`src/rtl/float_result_buffer_if.sv`:
```
// Valid/ready handshake bundle between the float multiplier,
// the result buffer and the downstream consumer.
interface float_result_buffer_if #(
  parameter int FLOAT_SIZE = 32
);
  logic                  in_valid;
  logic                  in_ready;
  logic [FLOAT_SIZE-1:0] in_result;
  logic                  in_overflow;
  logic                  in_underflow;
  logic                  in_inexact;
  logic                  out_valid;
  logic                  out_ready;
  logic [FLOAT_SIZE-1:0] out_result;
  logic [2:0]            out_flags;

  modport slave (
    input  in_valid, in_result,
    input  in_overflow, in_underflow, in_inexact,
    output in_ready,
    output out_valid, out_result, out_flags,
    input  out_ready
  );

  modport master (
    output in_valid, in_result,
    output in_overflow, in_underflow, in_inexact,
    input  in_ready,
    input  out_valid, out_result, out_flags,
    output out_ready
  );
endinterface

```
`src/rtl/float_result_buffer.sv`:
```
// Elastic FIFO behind the float multiplier with
// software-clearable sticky exception flags.
module float_result_buffer #(
  parameter int FLOAT_SIZE = 32,
  parameter int DEPTH      = 4
) (
  input  logic                         clk,
  input  logic                         rst_n,
  float_result_buffer_if.slave         bus,
  input  logic                         clear_sticky,
  output logic [2:0]                   sticky_flags,
  output logic [$clog2(DEPTH+1)-1:0]   count
);
  localparam int PW = $clog2(DEPTH);
  localparam int CW = $clog2(DEPTH+1);
  localparam int EW = FLOAT_SIZE + 3;

  logic [EW-1:0] mem_q [DEPTH];
  logic [PW-1:0] wr_q, wr_d;
  logic [PW-1:0] rd_q, rd_d;
  logic [CW-1:0] cnt_q, cnt_d;
  logic [2:0]    sticky_q, sticky_d;

  logic          full;
  logic          empty;
  logic          push;
  logic          pop;
  logic [2:0]    in_flags;
  logic [EW-1:0] head;

  assign full     = (cnt_q == CW'(DEPTH));
  assign empty    = (cnt_q == '0);
  assign push     = bus.in_valid && !full;
  assign pop      = !empty && bus.out_ready;
  assign in_flags = {bus.in_overflow, bus.in_underflow,
                     bus.in_inexact};

  always_comb begin
    wr_d     = wr_q;
    rd_d     = rd_q;
    cnt_d    = cnt_q;
    sticky_d = sticky_q;
    if (push) wr_d = wr_q + 1'b1;
    if (pop)  rd_d = rd_q + 1'b1;
    unique case (1'b1)
      push && !pop: cnt_d = cnt_q + 1'b1;
      pop && !push: cnt_d = cnt_q - 1'b1;
      default:      cnt_d = cnt_q;
    endcase
    // a same-cycle push survives the clear
    if (clear_sticky) sticky_d = '0;
    if (push)         sticky_d = sticky_d | in_flags;
  end

  always_ff @(posedge clk or negedge rst_n) begin
    if (!rst_n) begin
      wr_q     <= '0;
      rd_q     <= '0;
      cnt_q    <= '0;
      sticky_q <= '0;
    end else begin
      wr_q     <= wr_d;
      rd_q     <= rd_d;
      cnt_q    <= cnt_d;
      sticky_q <= sticky_d;
    end
  end

  always_ff @(posedge clk) begin
    if (push) mem_q[wr_q] <= {bus.in_result, in_flags};
  end

  assign head           = mem_q[rd_q];
  assign bus.in_ready   = !full;
  assign bus.out_valid  = !empty;
  assign bus.out_result = empty ? '0 : head[EW-1:3];
  assign bus.out_flags  = empty ? '0 : head[2:0];
  assign sticky_flags   = sticky_q;
  assign count          = cnt_q;
endmodule

```
`src/flat_wrapper.sv`:
```
// flat-port wrapper written by rule: the top's interface ports become plain ports
module float_result_buffer_flat 
#(
  parameter int FLOAT_SIZE = 32,
  parameter int DEPTH      = 4
)
  (clk, rst_n, clear_sticky, sticky_flags, count, bus_in_valid, bus_in_result, bus_in_overflow, bus_in_underflow, bus_in_inexact, bus_in_ready, bus_out_valid, bus_out_result, bus_out_flags, bus_out_ready);
  float_result_buffer_if #(.FLOAT_SIZE(FLOAT_SIZE)) bus_i ();
  input  logic clk;
  input  logic rst_n;
  input  logic clear_sticky;
  output logic [2:0] sticky_flags;
  output logic [$clog2(DEPTH+1)-1:0] count;
  input wire logic [$bits(bus_i.in_valid)-1:0] bus_in_valid;
  input wire logic [$bits(bus_i.in_result)-1:0] bus_in_result;
  input wire logic [$bits(bus_i.in_overflow)-1:0] bus_in_overflow;
  input wire logic [$bits(bus_i.in_underflow)-1:0] bus_in_underflow;
  input wire logic [$bits(bus_i.in_inexact)-1:0] bus_in_inexact;
  output wire logic [$bits(bus_i.in_ready)-1:0] bus_in_ready;
  output wire logic [$bits(bus_i.out_valid)-1:0] bus_out_valid;
  output wire logic [$bits(bus_i.out_result)-1:0] bus_out_result;
  output wire logic [$bits(bus_i.out_flags)-1:0] bus_out_flags;
  input wire logic [$bits(bus_i.out_ready)-1:0] bus_out_ready;
  assign bus_i.in_valid = bus_in_valid;
  assign bus_i.in_result = bus_in_result;
  assign bus_i.in_overflow = bus_in_overflow;
  assign bus_i.in_underflow = bus_in_underflow;
  assign bus_i.in_inexact = bus_in_inexact;
  assign bus_in_ready = bus_i.in_ready;
  assign bus_out_valid = bus_i.out_valid;
  assign bus_out_result = bus_i.out_result;
  assign bus_out_flags = bus_i.out_flags;
  assign bus_i.out_ready = bus_out_ready;
  float_result_buffer #(.FLOAT_SIZE(FLOAT_SIZE), .DEPTH(DEPTH)) u_core (.clk(clk), .rst_n(rst_n), .bus(bus_i), .clear_sticky(clear_sticky), .sticky_flags(sticky_flags), .count(count));
endmodule
```
`config.mk`:
```
export PLATFORM = sky130hd
export DESIGN_NAME = float_result_buffer_flat
export DESIGN_NICKNAME = d
export VERILOG_FILES = /design/src/rtl/float_result_buffer_if.sv /design/src/rtl/float_result_buffer.sv /design/src/flat_wrapper.sv
export SDC_FILE = /design/constraint.sdc
export NUM_CORES = 1
export LEC_CHECK = 0
export CAP_MARGIN = 20
export CORE_ASPECT_RATIO = 0.8
export CORE_MARGIN = 2
export CORE_UTILIZATION = 40
export CTS_CLUSTER_SIZE = 28
export DETAILED_ROUTE_END_ITERATION = 8
export SLEW_MARGIN = 20
export SYNTH_ARGS = -nofsm -noshare
export SYNTH_HDL_FRONTEND = slang
export SYNTH_SLANG_ARGS = --single-unit
```
`constraint.sdc`:
```
create_clock -name clk -period 1.88 [get_ports clk]
set_input_delay 0.188 -clock clk [delete_from_list [all_inputs] [get_ports clk]]
set_output_delay 0.188 -clock clk [all_outputs]
set_load 0.01 [all_outputs]
```
==> flow_summary.toml <==
[outcome]
status = "finished, violations left"
violations = "negative setup slack"

[power]
powerDensity_nw_per_um2 = 1740
p_seq_frac = 0.333
switching_share = 0.273
vdd_drop_max_uv = 826
p_leak_nw = 2.84
power.switching_mw = 3.80
pwr-share-comb = 0.432
p_int_mw = 10.1
clkPwrFrac = 0.235

[floorplan]
die_area_sq_um = 15700
ios = 83
die_h_um = 112
die_w_um = 139
core_area_sq_um = 14300
row_count = 39
start_util = 0.410

[clock_tree]
clock_latency_ps = 410
numCtsBuffers = 17
cts_tree = "done"
cts.clk_slew.worst_paths_ps = 60
cts_sinks = 150
max-clock-path-buffers = 2
cts-root-buf = "clkbuf_16"
ctsHtreeMaxLevel = 4

[setup_path]
r2r_cells = 9
cp-start-kind = "flip-flop"
crit_required_ps = 1690
crit_fanout = 8
crit_type = "reg -> out"
r2r-start = "u_core.count[0]"
arrival_ps = 1890
cp-startpoint = "u_core.rd_q[0]"
r2r_end = "u_core.count[2]"
cp-end-kind = "output port"
crit_end = "bus_out_result[11]"
r2r_setup_slack_ps = -140

[route]
detail_route.wl_per_cell_um = 19.6
first_pass_iters = 4
vias = 2915
detail_route.iter0.violations = 160
antenna_left = 0
drc_errors = 0
drt-vias-per-instance = 4.98
routed_wl_um = 11500

[global_routing]
grt_busiest_layer = "met2"
grt_util_met1 = 0.223
grt_pass1_vias = 3130
grtUsageTotal = 0.156
overflow = 0
grt_max_degree = 25
grt_pass1_wl_um = 18000
met3_usage = 0.0456
met2_usage = 0.238
antenna_found_initial = 0

[finish]
fin_area_sq_um = 7980
antenna_cells = 0
layout.nets = 435
syn2layout_area_growth_pct = 36.0
drive_gt1_frac = 0.434

[synth]
ys_ff_latch = 150
ys_seq_area_frac = 0.759
async_flop_share = 0.0667
netlist_top_cells_area = "edfxtp_1 72%, mux4_2 11%, and2_1 4.3%"
synth_edf_count = 140
ys_types = 22
synth.top_cell.area_share = 0.716
synth_ff_type = "edfxtp_1"
synthCells = 268
synth_area_leader_cell = "edfxtp_1"
ys_warn_count = 0
synth_area_sq_um = 5870
synth_common_cells = "140 x edfxtp_1, 40 x and2_1, 28 x mux4_2"
syn-num-nets = 314
syn_area_per_cell_sq_um = 21.9
synth.most_common_cell = "edfxtp_1"

[sta]
worst_slack_ps = -196
final.min_clock_period_ps = 2080
tightest_slew_ps = 525
skew_ps = 5.78
period_share = 1.10
clock.fmax_ghz = 0.482
slew_headroom = 0.649
hold_violations = 0
report.final.slew_viol_count = 0
rsz0062_at_grt = "yes"
setup_viol = 37

[placement]
placedInstanceArea_sq_um = 7170
pre_cts_ws_ps = -152
hpwlAfterDp_um = 6730
io_buffers = 82
place_congestion = 0.687

[job]
cap_violations = 0

[min_path]
min_path_type = "in -> async"
-- critical path, cell delays in order (launching register included) --
cell	delay, ps
dfrtp_2	400
buf_6	140
buf_12	140
mux4_2	540
and2_4	160
buf_6	110
-- power groups by stage --
stage / sequential [mW] / combinational [mW] / clock (mW)
detailed placement: 4.70 / 5.05 / 0
finish: 4.63 / 6.00 / 3.27
global route: 4.69 / 6.41 / 3.46
floorplan: 4.65 / 2.68 / 0
global placement: 4.67 / 5.05 / 0
CTS: 4.63 / 5.86 / 3.32
-- placed cells by master, fill, tap and decap left out, types with 4 or more instances in the layout --
cell type	n
clkinv_2	4
ha_1	4
buf_2	5
and2_2	4
buf_6	35
buf_12	15
clkdlybuf4s50_1	46
and2_1	4
mux4_2	35
edfxtp_1	140
inv_1	6
buf_4	10
clkbuf_16	17
dfrtp_1	7
and2_4	32
-- metrics by stage --
step	setup TNS, ps	hold WS (ps)	util	power, mW	std cells
final	-4990	130	0.558	13.9	585
after global routing	-7230	155	0.558	14.6	585
after CTS	-5720	150	0.555	13.8	586
after detailed placement	-3630	491	0.502	9.76	544
after global placement	-3680	498	0.502	9.72	544
after floorplan	-67.4	-108	-	7.33	268
-- kinds of logic (layout without fill, tap and decap cells) --
kind of cell	Yosys count	in the layout	share of synthesized area
DFF	150	150	0.759
and+or+nand+nor	46	46	0.0471
muxes	36	36	0.141
buffers and inverters	19	152	0.0228
adders and majority gates	6	6	0.0141
xor gates and xnor gates	6	6	0.00896
AOI/OAI and AO/OA	5	5	0.00725
-- registers in the layout (all words and copies together), names as in the netlist --
name                 flops
u_core.count             3
u_core.sticky_flags      3
u_core.mem_q           140
u_core.rd_q              2
u_core.wr_q              2
-- layout make-up --
cell class,count,area (sq um)
multi-input cells,99,1360
clock inverters,12,136
clock buffers,19,433
repair buffers,114,1340
well taps,184,230
flip-flops and latches,150,4460
inverters,7,26.3
fillers,1100,6320
-- timing repair --
action | in CTS | in global routing
hold buffers | 0 | 0
pin swaps | 36 | 7
setup endpoints to repair | 36 | 38
buffers inserted | 7 | 0
resized for setup | 203 | 18
hold endpoints to repair | 0 | 0
gates cloned | 4 | 0
-- worst min path at each step --
stage,start,endpoint,slack [ps]
after floorplan,rst_n,u_core.count[0],-110
after detailed placement,u_core.sticky_flags[1],u_core.sticky_flags[1],490
after CTS,rst_n,u_core.count[0],150
after global placement,u_core.sticky_flags[1],u_core.sticky_flags[1],500
final,rst_n,u_core.count[0],130
after global routing,rst_n,u_core.count[0],160
-- routing by layer --
| metal | share of wire | wire length (um) |
|---|---|---|
| met5 | 0 | 0 |
| met4 | 0.011 | 130 |
| met3 | 0.051 | 580 |
| met2 | 0.47 | 5440 |
| met1 | 0.46 | 5330 |
Power figures use the tool's default switching activity.
